===== config.mk =====
export PLATFORM = sky130hd
export DESIGN_NAME = mem_port_arbiter
export DESIGN_NICKNAME = d
export VERILOG_FILES = /design/src/rtl/lc3b_types.sv /design/src/rtl/arb_streak_counter.sv /design/src/rtl/mem_port_arbiter.sv
export SDC_FILE = /design/constraint.sdc
export NUM_CORES = 1
export LEC_CHECK = 0
export CORE_AREA = 2 2 285 287
export CTS_BUF_LIST = sky130_fd_sc_hd__clkbuf_2
export DETAILED_ROUTE_END_ITERATION = 8
export DIE_AREA = 0 0 287 289
export GPL_TIMING_DRIVEN = 1
export PLACE_DENSITY = 0.38
export SYNTH_ARGS = -nofsm -noshare
export SYNTH_HDL_FRONTEND = slang
export SYNTH_HIERARCHICAL = 1
export SYNTH_SLANG_ARGS = --single-unit

===== constraint.sdc =====
create_clock -name clk -period 2.5 [get_ports clk]
set_input_delay 0.5 -clock clk [delete_from_list [all_inputs] [get_ports clk]]
set_output_delay 0.5 -clock clk [all_outputs]
set_load 0.1 [all_outputs]

===== src/rtl/lc3b_types.sv =====
`default_nettype none
// Shared LC-3b types: arbiter grant states and the cache-line / byte-mask
// containers exchanged on the memory ports.
package lc3b_types;

  localparam int LC3B_LINE_W = 128;
  localparam int LC3B_MASK_W = LC3B_LINE_W / 8;

  typedef enum logic [1:0] {
    ARB_IDLE  = 2'd0,
    ARB_GNT_I = 2'd1,
    ARB_GNT_D = 2'd2
  } lc3b_arb_state;

  typedef logic [LC3B_LINE_W-1:0] lc3b_line;
  typedef logic [LC3B_MASK_W-1:0] lc3b_line_mask;

endpackage
`default_nettype wire


===== src/rtl/arb_streak_counter.sv =====
`default_nettype none
// Saturating count of back-to-back D-side completions seen while the I side waits.
// Rev 1.0
module arb_streak_counter #(
  parameter int MAX_COUNT = 4
) (
  input  logic clk,
  input  logic reset,
  input  logic clr,
  input  logic inc,
  output logic at_limit
);

  localparam int CNT_W = $clog2(MAX_COUNT + 1);
  localparam logic [CNT_W-1:0] LIMIT = CNT_W'(MAX_COUNT);

  logic [CNT_W-1:0] count;

  always_ff @(posedge clk or posedge reset) begin
    if (reset) begin
      count <= '0;
    end else if (clr) begin
      count <= '0;
    end else if (inc && (count != LIMIT)) begin
      count <= count + 1'b1;
    end
  end

  assign at_limit = (count == LIMIT);

endmodule
`default_nettype wire


===== src/rtl/mem_port_arbiter.sv =====
`default_nettype none
// Shares one downstream memory port between the I and D requesters with fixed
// D priority; ARB_ANTI_STARVE_EN adds a D-streak limit that forces an I grant.
// Rev 1.0
module mem_port_arbiter
  import lc3b_types::*;
#(
  parameter int DATA_W       = 128,
  parameter int BE_W         = DATA_W / 8,
  parameter int MAX_D_STREAK = 4
) (
  input  logic              clk,
  input  logic              reset,

  input  logic [15:0]       i_address,
  input  logic              i_action_stb,
  input  logic              i_action_cyc,
  output logic [DATA_W-1:0] i_rdata,
  output logic              i_resp,
  output logic              i_retry,

  input  logic [15:0]       d_address,
  input  logic [DATA_W-1:0] d_wdata,
  input  logic              d_write,
  input  logic [BE_W-1:0]   d_byte_enable,
  input  logic              d_action_stb,
  input  logic              d_action_cyc,
  output logic [DATA_W-1:0] d_rdata,
  output logic              d_resp,
  output logic              d_retry,

  output logic [15:0]       m_address,
  output logic [DATA_W-1:0] m_wdata,
  output logic              m_write,
  output logic [BE_W-1:0]   m_byte_enable,
  output logic              m_action_stb,
  output logic              m_action_cyc,
  input  logic [DATA_W-1:0] m_rdata,
  input  logic              m_resp,
  input  logic              m_retry,

  output logic              grant_i,
  output logic              grant_d
);

  lc3b_arb_state state;
  lc3b_arb_state next_state;

  logic req_i;
  logic req_d;
  logic streak_limit;

  assign req_i = i_action_stb & i_action_cyc;
  assign req_d = d_action_stb & d_action_cyc;

`ifdef ARB_ANTI_STARVE_EN
  logic d_done;
  logic streak_clr;
  logic streak_inc;

  assign d_done     = (state == ARB_GNT_D) && m_resp;
  assign streak_inc = d_done && req_i;
  assign streak_clr = ((state == ARB_IDLE) && (next_state == ARB_GNT_I)) || (d_done && !req_i);

  arb_streak_counter #(
    .MAX_COUNT(MAX_D_STREAK)
  ) u_streak (
    .clk     (clk),
    .reset   (reset),
    .clr     (streak_clr),
    .inc     (streak_inc),
    .at_limit(streak_limit)
  );
`else
  logic unused_streak_cfg;
  assign unused_streak_cfg = (MAX_D_STREAK > 0);
  assign streak_limit      = 1'b0;
`endif

  always_ff @(posedge clk or posedge reset) begin
    if (reset) begin
      state <= ARB_IDLE;
    end else begin
      state <= next_state;
    end
  end

  // A completion or a cyc drop always passes through IDLE, so a stale strobe
  // held in the cycle after resp can never be granted twice.
  always_comb begin
    next_state = state;
    case (state)
      ARB_IDLE: begin
        if (streak_limit && req_i) begin
          next_state = ARB_GNT_I;
        end else if (req_d) begin
          next_state = ARB_GNT_D;
        end else if (req_i) begin
          next_state = ARB_GNT_I;
        end
      end
      ARB_GNT_I: begin
        if (m_resp || !i_action_cyc) begin
          next_state = ARB_IDLE;
        end
      end
      ARB_GNT_D: begin
        if (m_resp || !d_action_cyc) begin
          next_state = ARB_IDLE;
        end
      end
      default: next_state = ARB_IDLE;
    endcase
  end

  always_comb begin
    m_address     = '0;
    m_wdata       = '0;
    m_write       = 1'b0;
    m_byte_enable = '0;
    m_action_stb  = 1'b0;
    m_action_cyc  = 1'b0;
    i_resp        = 1'b0;
    i_retry       = 1'b0;
    d_resp        = 1'b0;
    d_retry       = 1'b0;
    case (state)
      ARB_GNT_I: begin
        m_address    = i_address;
        m_action_stb = i_action_stb;
        m_action_cyc = i_action_cyc;
        i_resp       = m_resp;
        i_retry      = m_retry & i_action_cyc;
      end
      ARB_GNT_D: begin
        m_address     = d_address;
        m_wdata       = d_wdata;
        m_write       = d_write;
        m_byte_enable = d_byte_enable;
        m_action_stb  = d_action_stb;
        m_action_cyc  = d_action_cyc;
        d_resp        = m_resp;
        d_retry       = m_retry & d_action_cyc;
      end
      default: ;
    endcase
  end

  assign i_rdata = m_rdata;
  assign d_rdata = m_rdata;
  assign grant_i = (state == ARB_GNT_I);
  assign grant_d = (state == ARB_GNT_D);

endmodule
`default_nettype wire


==> load_flow_metrics.sql, run 1 <==
INSERT INTO impl_metrics (metric_group, metric, value, unit) VALUES
('logic_synthesis', 'avgSynthCellArea', '7.121', 'um^2'),
('final_layout', 'largest_reg_flops', '2', ''),
('global_routing', 'grt.total_usage', '0.04569', ''),
('place', 'place.detailed.instances', '1624', ''),
('place', 'dpl.hpwl', '18.88', 'mm'),
('logic_synthesis', 'synth_warnings', '6', ''),
('sta', 'finalSetupTns', '0', 'ps'),
('setup_path', 'critical_path_required', '2000', 'ps'),
('clocking', 'cts_buffers', '3', ''),
('setup_path', 'critical_path_startpoint_category', 'flop', ''),
('pwr', 'power.clock.fraction', '0.005', ''),
('setup_path', 'crit_path_top_delay_cell', 'sky130_fd_sc_hd__dfrtp_1', ''),
('floorplanning', 'core', '0.07990', 'mm^2'),
('place', 'numPortBuffers', '353', ''),
('logic_synthesis', 'synth-seq-area-share', '0.01467', ''),
('sta', 'fin_crit_sh', '0.9117', ''),
('setup_path', 'crit_chain', 'inv_1, ha_4, buf_12, and2_1, buf_12', ''),
('pwr', 'combPwrFrac', '0.989', ''),
('floorplanning', 'fp-row-count', '104', ''),
('floorplanning', 'floorplan.initialDensity', '0.04269', ''),
('sta', 'max_freq', '438.7', 'MHz'),
('min_path', 'min_path_type', 'input port to asynchronous set/reset pin', ''),
('setup_path', 'path_max_fanout', '86', ''),
('route', 'first_iter_violations', '62', ''),
('sta', 'fin_worst_skew', '8.812', 'ps'),
('global_routing', 'initial_antenna_violation_count', '3', ''),
('sta', 'setup_viol', '0', ''),
('route', 'drtAntennaViolNets', '0', ''),
('clocking', 'cts_resized', '0', ''),
('sta', 'hold_violations', '0', ''),
('clocking', 'cts_hold_buffers', '0', ''),
('setup_path', 'timing.critical_path.arrival', '1780', 'ps'),
('setup_path', 'rr_endpoint', 'state[1]$_DFFE_PP0P_', ''),
('logic_synthesis', 'synth.ff_latch_count', '2', ''),
('global_routing', 'wire_length_of_the_first_global_routing_pass', '27.05', 'mm'),
('final_layout', 'reg_top3', 'state: 2 flops', ''),
('final_layout', 'finalNetCount', '886', ''),
('clocking', 'path_clk_slew', '40', 'ps'),
('floorplanning', 'floorplan.die_area', '0.08294', 'mm^2'),
('setup_path', 'reg2reg_depth', '6', ''),
('global_routing', 'first_global_vias', '3870', ''),
('logic_synthesis', 'synth.distinct_cells', '20', ''),
('floorplanning', 'chipWidth', '287', 'um'),
('final_layout', 'areaGrowthSynthToFinish', '140.2', '%'),
('clocking', 'worstSkewPairLatency', '200', 'ps'),
('pwr', 'design_power_total', '11.04', 'mW'),
('setup_path', 'peak_per_stage_delay_on_the_critical_path', '370', 'ps'),
('route', 'drt_first_pass_iters', '5', ''),
('pwr', 'p_sw_frac', '0.6476', ''),
('sta', 'grt_setup_unrepaired', 'false', ''),
('route', 'routed_vias', '3339', ''),
('logic_synthesis', 'syn-instance-count', '479', ''),
('clocking', 'ctsLongestPathBuffers', '2', ''),
('final_layout', 'finish.utilization', '0.1025', ''),
('run', 'drv.max_cap_violation_count', '0', ''),
('place', 'place_congestion', '0.8019', ''),
('logic_synthesis', 'synthesis.area', '0.003411', 'mm^2'),
('setup_path', 'criticalPathCategory', 'flop to output pin', ''),
('setup_path', 'cp_top_family', 'buffers and inverters', ''),
('clocking', 'clock_tree_from_tritoncts', 'done', ''),
('clocking', 'cts.htree.levels', '1', ''),
('route', 'routed_wl', '20.83', 'mm'),
('sta', 'worstMarginPinSlew', '318.8', 'ps'),
('setup_path', 'setup.reg_to_reg.worst_slack', '970', 'ps'),
('floorplanning', 'dieHeight', '289', 'um'),
('pwr', 'power_switching', '7.148', 'mW'),
('route', 'drc', '0', ''),
('route', 'detail_route.wl_per_cell', '12.78', 'um'),
('clocking', 'root_buffer', 'sky130_fd_sc_hd__clkbuf_2', ''),
('status', 'run_status', 'completed', ''),
('floorplanning', 'i_o_pin_count', '738', '');
==> logic make-up after synthesis <==
| logic type | share of synthesized area |
|---|---|
| and+or+nand+nor | 0.3107 |
| DFF | 0.01467 |
| buffers and inverters | 0.6012 |
| adders and majority gates | 0.01467 |
| AOI/OAI and AO/OA | 0.05869 |
==> cells in the final DEF, fill, tap and decap left out <==
cell type / count
sky130_fd_sc_hd__dfrtp_1: 2
sky130_fd_sc_hd__o2bb2ai_1: 2
sky130_fd_sc_hd__a2bb2oi_2: 1
sky130_fd_sc_hd__diode_2: 2
sky130_fd_sc_hd__nor2b_4: 18
sky130_fd_sc_hd__and2_1: 146
sky130_fd_sc_hd__and2_2: 1
sky130_fd_sc_hd__o21bai_2: 1
sky130_fd_sc_hd__buf_4: 7
sky130_fd_sc_hd__a22oi_1: 17
sky130_fd_sc_hd__ha_4: 1
sky130_fd_sc_hd__nor2_2: 1
sky130_fd_sc_hd__ha_1: 1
sky130_fd_sc_hd__and3_2: 2
sky130_fd_sc_hd__buf_12: 171
sky130_fd_sc_hd__ha_2: 2
sky130_fd_sc_hd__a21boi_0: 1
sky130_fd_sc_hd__inv_1: 3
sky130_fd_sc_hd__nand2_1: 1
sky130_fd_sc_hd__a22oi_4: 1
sky130_fd_sc_hd__nand3_1: 1
sky130_fd_sc_hd__clkdlybuf4s50_1: 184
sky130_fd_sc_hd__clkbuf_2: 3
==> worst register-to-register path, delay by kind of cell, from the launching register on <==
| family | cells | cell delay, ps |
|---|---|---|
| buffers and inverters | 2 | 400 |
| AO/OA/AOI/OAI | 3 | 400 |
| adder cells (fa/ha/maj) | 1 | 280 |
| flip-flops | 1 | 370 |
==> power by group through the flow <==
stage	logic, mW	registers [mW]	clock network, mW
2_1_floorplan	8.71	0.0577	0
3_3_place_gp	11.1	0.0659	0
3_5_place_dp	11.0	0.0658	0
4_1_cts	11.1	0.0652	0.0546
5_1_grt	11.3	0.0674	0.0561
6_report	10.9	0.0646	0.0513
==> metrics by stage <==
| stage | worst slack, ps | area [um^2] |
|---|---|---|
| after global placement | 357.6 | 8172 |
| after CTS | 148.8 | 8187 |
| after detailed placement | 352.2 | 8172 |
| after global routing | 85.38 | 8192 |
| final | 220.7 | 8192 |
| after floorplan | -1.214 | 3555 |
==> area by class of cell <==
| class | count | area [um^2] |
|---|---|---|
| Timing Repair Buffer | 362 | 5318 |
| Sequential cell | 2 | 50.05 |
| Antenna cell | 2 | 5.005 |
| Inverter | 3 | 11.26 |
| Tap cell | 1060 | 1326 |
| Clock buffer | 3 | 15.01 |
| Multi-Input combinational cell | 197 | 1466 |
| Fill cell | 9177 | 71710 |
==> Yosys cell counts <==
cell,instances,share of area
sky130_fd_sc_hd__buf_4,257,0.57
sky130_fd_sc_hd__and2_1,147,0.27
sky130_fd_sc_hd__nor2b_1,18,0.033
sky130_fd_sc_hd__a22oi_1,17,0.037
sky130_fd_sc_hd__clkbuf_2,13,0.019
sky130_fd_sc_hd__ha_1,4,0.015
sky130_fd_sc_hd__buf_2,3,0.0044
sky130_fd_sc_hd__inv_1,3,0.0033
sky130_fd_sc_hd__and3_1,2,0.0037
sky130_fd_sc_hd__buf_6,2,0.0066
sky130_fd_sc_hd__clkbuf_1,2,0.0022
sky130_fd_sc_hd__dfrtp_1,2,0.015
sky130_fd_sc_hd__o2bb2ai_1,2,0.0051
sky130_fd_sc_hd__a21boi_0,1,0.0022
sky130_fd_sc_hd__a22oi_4,1,0.0062
sky130_fd_sc_hd__a2bb2oi_2,1,0.0044
sky130_fd_sc_hd__nand2_1,1,0.0011
sky130_fd_sc_hd__nand3_1,1,0.0015
sky130_fd_sc_hd__nor2_2,1,0.0018
sky130_fd_sc_hd__o21bai_2,1,0.0033
==> routing by layer <==
layer | track usage | part of all wire
met3 | 0.04559 | 0.24
met2 | 0.07807 | 0.46
met1 | 0.03331 | 0.26
met4 | 0.01641 | 0.020
met5 | 0.01705 | 0.010
==> worst max path at each step <==
| stage | start | end | slack [ps] | depth (start not counted) |
|---|---|---|---|---|
| after floorplan | state[0]$_DFFE_PP0P_ | m_action_stb | -1 | 6 |
| after global placement | state[0]$_DFFE_PP0P_ | m_wdata[78] | 360 | 5 |
| after detailed placement | state[0]$_DFFE_PP0P_ | m_wdata[78] | 350 | 5 |
| after CTS | state[0]$_DFFE_PP0P_ | m_wdata[78] | 150 | 5 |
| after global routing | state[0]$_DFFE_PP0P_ | m_wdata[73] | 90 | 5 |
| final | state[0]$_DFFE_PP0P_ | m_wdata[78] | 220 | 5 |
Power figures use the tool's default switching activity.
==> run 2, diff against run 1 <==
- CORE_AREA: 2 2 285 287 -> 3 3 286 288
- DIE_AREA: 0 0 287 289 -> 0 0 289 291
- HOLD_SLACK_MARGIN: default -> 0.03
- MAX_ROUTING_LAYER: default -> met4
==> run 2 against run 1 <==
Effect of this change:
- wire length increased by 14%
- clock skew decreased by 5.5 ps
- first-iteration DRC count decreased by 45%
- largest power group unchanged
- worst setup slack got worse by 100 ps
- sequential cell count unchanged
- die area increased by 1.4%
- non-clock buffer count unchanged
- sequential share of layout area about the same
==> load_flow_metrics.sql, run 2 (synthesis gave the netlist of run 1 again) <==
INSERT INTO impl_metrics (metric_group, metric, value, unit) VALUES
('sta', 'max_freq', '419.5', 'MHz'),
('final_layout', 'areaGrowthSynthToFinish', '139.9', '%'),
('place', 'place_area', '0.008147', 'mm^2'),
('global_routing', 'maximum_number_of_pins_on_one_net_before_global_route_repair', '58', ''),
('final_layout', 'reg_top3', 'state: 2 flops', ''),
('setup_path', 'timing.critical_path.arrival', '1880', 'ps'),
('pwr', 'power_density', '1346', 'mW/mm^2'),
('global_routing', 'first_global_vias', '3897', ''),
('final_layout', 'largest_register', 'state', ''),
('status', 'run_status', 'completed', ''),
('route', 'drtAntennaViolNets', '0', ''),
('sta', 'worstMarginPinSlew', '504.9', 'ps'),
('clocking', 'clock_tree_from_tritoncts', 'done', ''),
('place', 'numPortBuffers', '353', ''),
('clocking', 'cts_resized', '0', ''),
('route', 'routed_vias', '3408', ''),
('final_layout', 'largest_reg_flops', '2', ''),
('place', 'place.detailed.instances', '1614', ''),
('setup_path', 'crit_path_top_delay_cell', 'sky130_fd_sc_hd__ha_2', ''),
('setup_path', 'worst_setup_path_end_kind', 'output pin', ''),
('sta', 'setup_viol', '0', ''),
('clocking', 'cts.htree.levels', '1', ''),
('clocking', 'root_buffer', 'sky130_fd_sc_hd__clkbuf_2', ''),
('sta', 'hold_violations', '0', ''),
('pwr', 'cellLeakagePower', '2.836', 'nW'),
('global_routing', 'grt_remaining_overflow', '0', ''),
('floorplanning', 'floorplan.initialDensity', '0.04310', ''),
('final_layout', 'final_design_area_no_fill', '0.008182', 'mm^2'),
('floorplanning', 'fp-row-count', '103', ''),
('route', 'drc', '0', ''),
('floorplanning', 'floorplan.die_area', '0.08410', 'mm^2'),
('clocking', 'path_clk_slew', '30', 'ps'),
('final_layout', 'layout.cells.most_common_list', '184 x sky130_fd_sc_hd__clkdlybuf4s50_1, 170 x sky130_fd_sc_hd__buf_12, 146 x sky130_fd_sc_hd__and2_1', ''),
('global_routing', 'wire_length_of_the_first_global_routing_pass', '29.93', 'mm'),
('final_layout', 'post_route_cells_drive_above_1_share', '0.3686', ''),
('final_layout', 'leading_cell_type_in_the_layout_fill_and_taps_excluded', 'sky130_fd_sc_hd__clkdlybuf4s50_1', ''),
('setup_path', 'path_max_fanout', '19', ''),
('place', 'place_congestion', '0.7905', ''),
('place', 'dpl.hpwl', '21.92', 'mm'),
('floorplanning', 'core', '0.07913', 'mm^2'),
('clocking', 'ctsLongestPathBuffers', '2', ''),
('setup_path', 'critical_path_startpoint_category', 'flop', ''),
('place', 'preCtsSetupSlack', '302.4', 'ps'),
('final_layout', 'final_cell_count_without_fillers', '1625', ''),
('route', 'route.detailed.vias_per_inst', '2.097', ''),
('sta', 'fin_crit_sh', '0.9536', ''),
('sta', 'finalSetupTns', '0', 'ps'),
('run', 'drv.max_cap_violation_count', '0', ''),
('clocking', 'cts_hold_buffers', '0', ''),
('pwr', 'vdd.ir_drop.worst', '0.6374', 'mV'),
('setup_path', 'crit_chain', 'inv_1, ha_2, a22oi_1, nor2b_4, buf_12', ''),
('floorplanning', 'dieHeight', '291', 'um'),
('sta', 'fin_worst_skew', '3.301', 'ps'),
('pwr', 'design_power_total', '11.02', 'mW'),
('route', 'drt_first_pass_iters', '4', ''),
('floorplanning', 'i_o_pin_count', '738', ''),
('route', 'detail_route.wl_per_cell', '14.59', 'um'),
('final_layout', 'finalNetCount', '886', ''),
('clocking', 'cts_buffers', '3', ''),
('setup_path', 'criticalPathCategory', 'flop to output pin', ''),
('sta', 'fin_ws', '116.1', 'ps'),
('clocking', 'worstSkewPairLatency', '190', 'ps'),
('setup_path', 'setup.reg_to_reg.worst_slack', '810', 'ps'),
('setup_path', 'critical_path_required', '2000', 'ps'),
('global_routing', 'initial_antenna_violation_count', '8', ''),
('sta', 'slew_headroom', '0.6634', ''),
('sta', 'timing_max_transition_violations_final', '0', ''),
('sta', 'grt_setup_unrepaired', 'true', ''),
('floorplanning', 'chipWidth', '289', 'um'),
('route', 'first_iter_violations', '34', ''),
('global_routing', 'grt.total_usage', '0.05203', ''),
('route', 'routed_wl', '23.71', 'mm'),
('min_path', 'min_path_type', 'input port to asynchronous set/reset pin', ''),
('setup_path', 'peak_per_stage_delay_on_the_critical_path', '540', 'ps'),
('clocking', 'postCtsSetupRepairBufs', '0', ''),
('sta', 'period_minus_slack', '2384', 'ps'),
('clocking', 'clkSinkCount', '2', '');
run 2: path summary, 6_finish.rpt:
path                                           start              endpoint  depth (start not counted)
min in group clk                state[1]$_DFFE_PP0P_  state[1]$_DFFE_PP0P_                          1
max in group asynchronous                      reset  state[1]$_DFFE_PP0P_                          2
worst min-delay path                           reset  state[0]$_DFFE_PP0P_                          2
worst min register to register  state[1]$_DFFE_PP0P_  state[1]$_DFFE_PP0P_                          1
worst max-delay path            state[0]$_DFFE_PP0P_         m_address[11]                          5
worst max register to register  state[0]$_DFFE_PP0P_  state[1]$_DFFE_PP0P_                          5
run 2: critical path: cells and delay by family (launching register included):
family,cells,cell delay [ps]
fa+ha+maj,1,540
simple gates,1,180
buf+inv,2,350
flops,1,370
compound gates,1,240
run 2: metal layers:
metal,wire (um),vias up,track usage
li1,-,1396,-
met1,7421,1481,0.04585
met2,11650,504,0.09250
met3,3992,27,0.03242
met4,643,0,0.01340
met5,0,-,-
run 2: area by class of cell:
type	instances	area, um^2
multi-input combinational	197	1466
inverter	3	11.26
tap	1050	1314
sequential	2	50.05
timing repair buffer	362	5305
clock buffer	3	15.01
fill	9109	70950
antenna	8	20.02
run 2: where the power goes:
part / internal, mW / switching (mW)
registers: 0.0475 / 0.0154
clock network: 0.0319 / 0.0182
logic: 3.79 / 7.11
run 2: through the flow:
step	hold slack [ps]	util
6_report	546.3	0.1034
2_1_floorplan	241.2	-
3_3_place_gp	598.1	0.1030
5_1_grt	555.4	0.1034
3_5_place_dp	596.4	0.1030
4_1_cts	574.1	0.1031
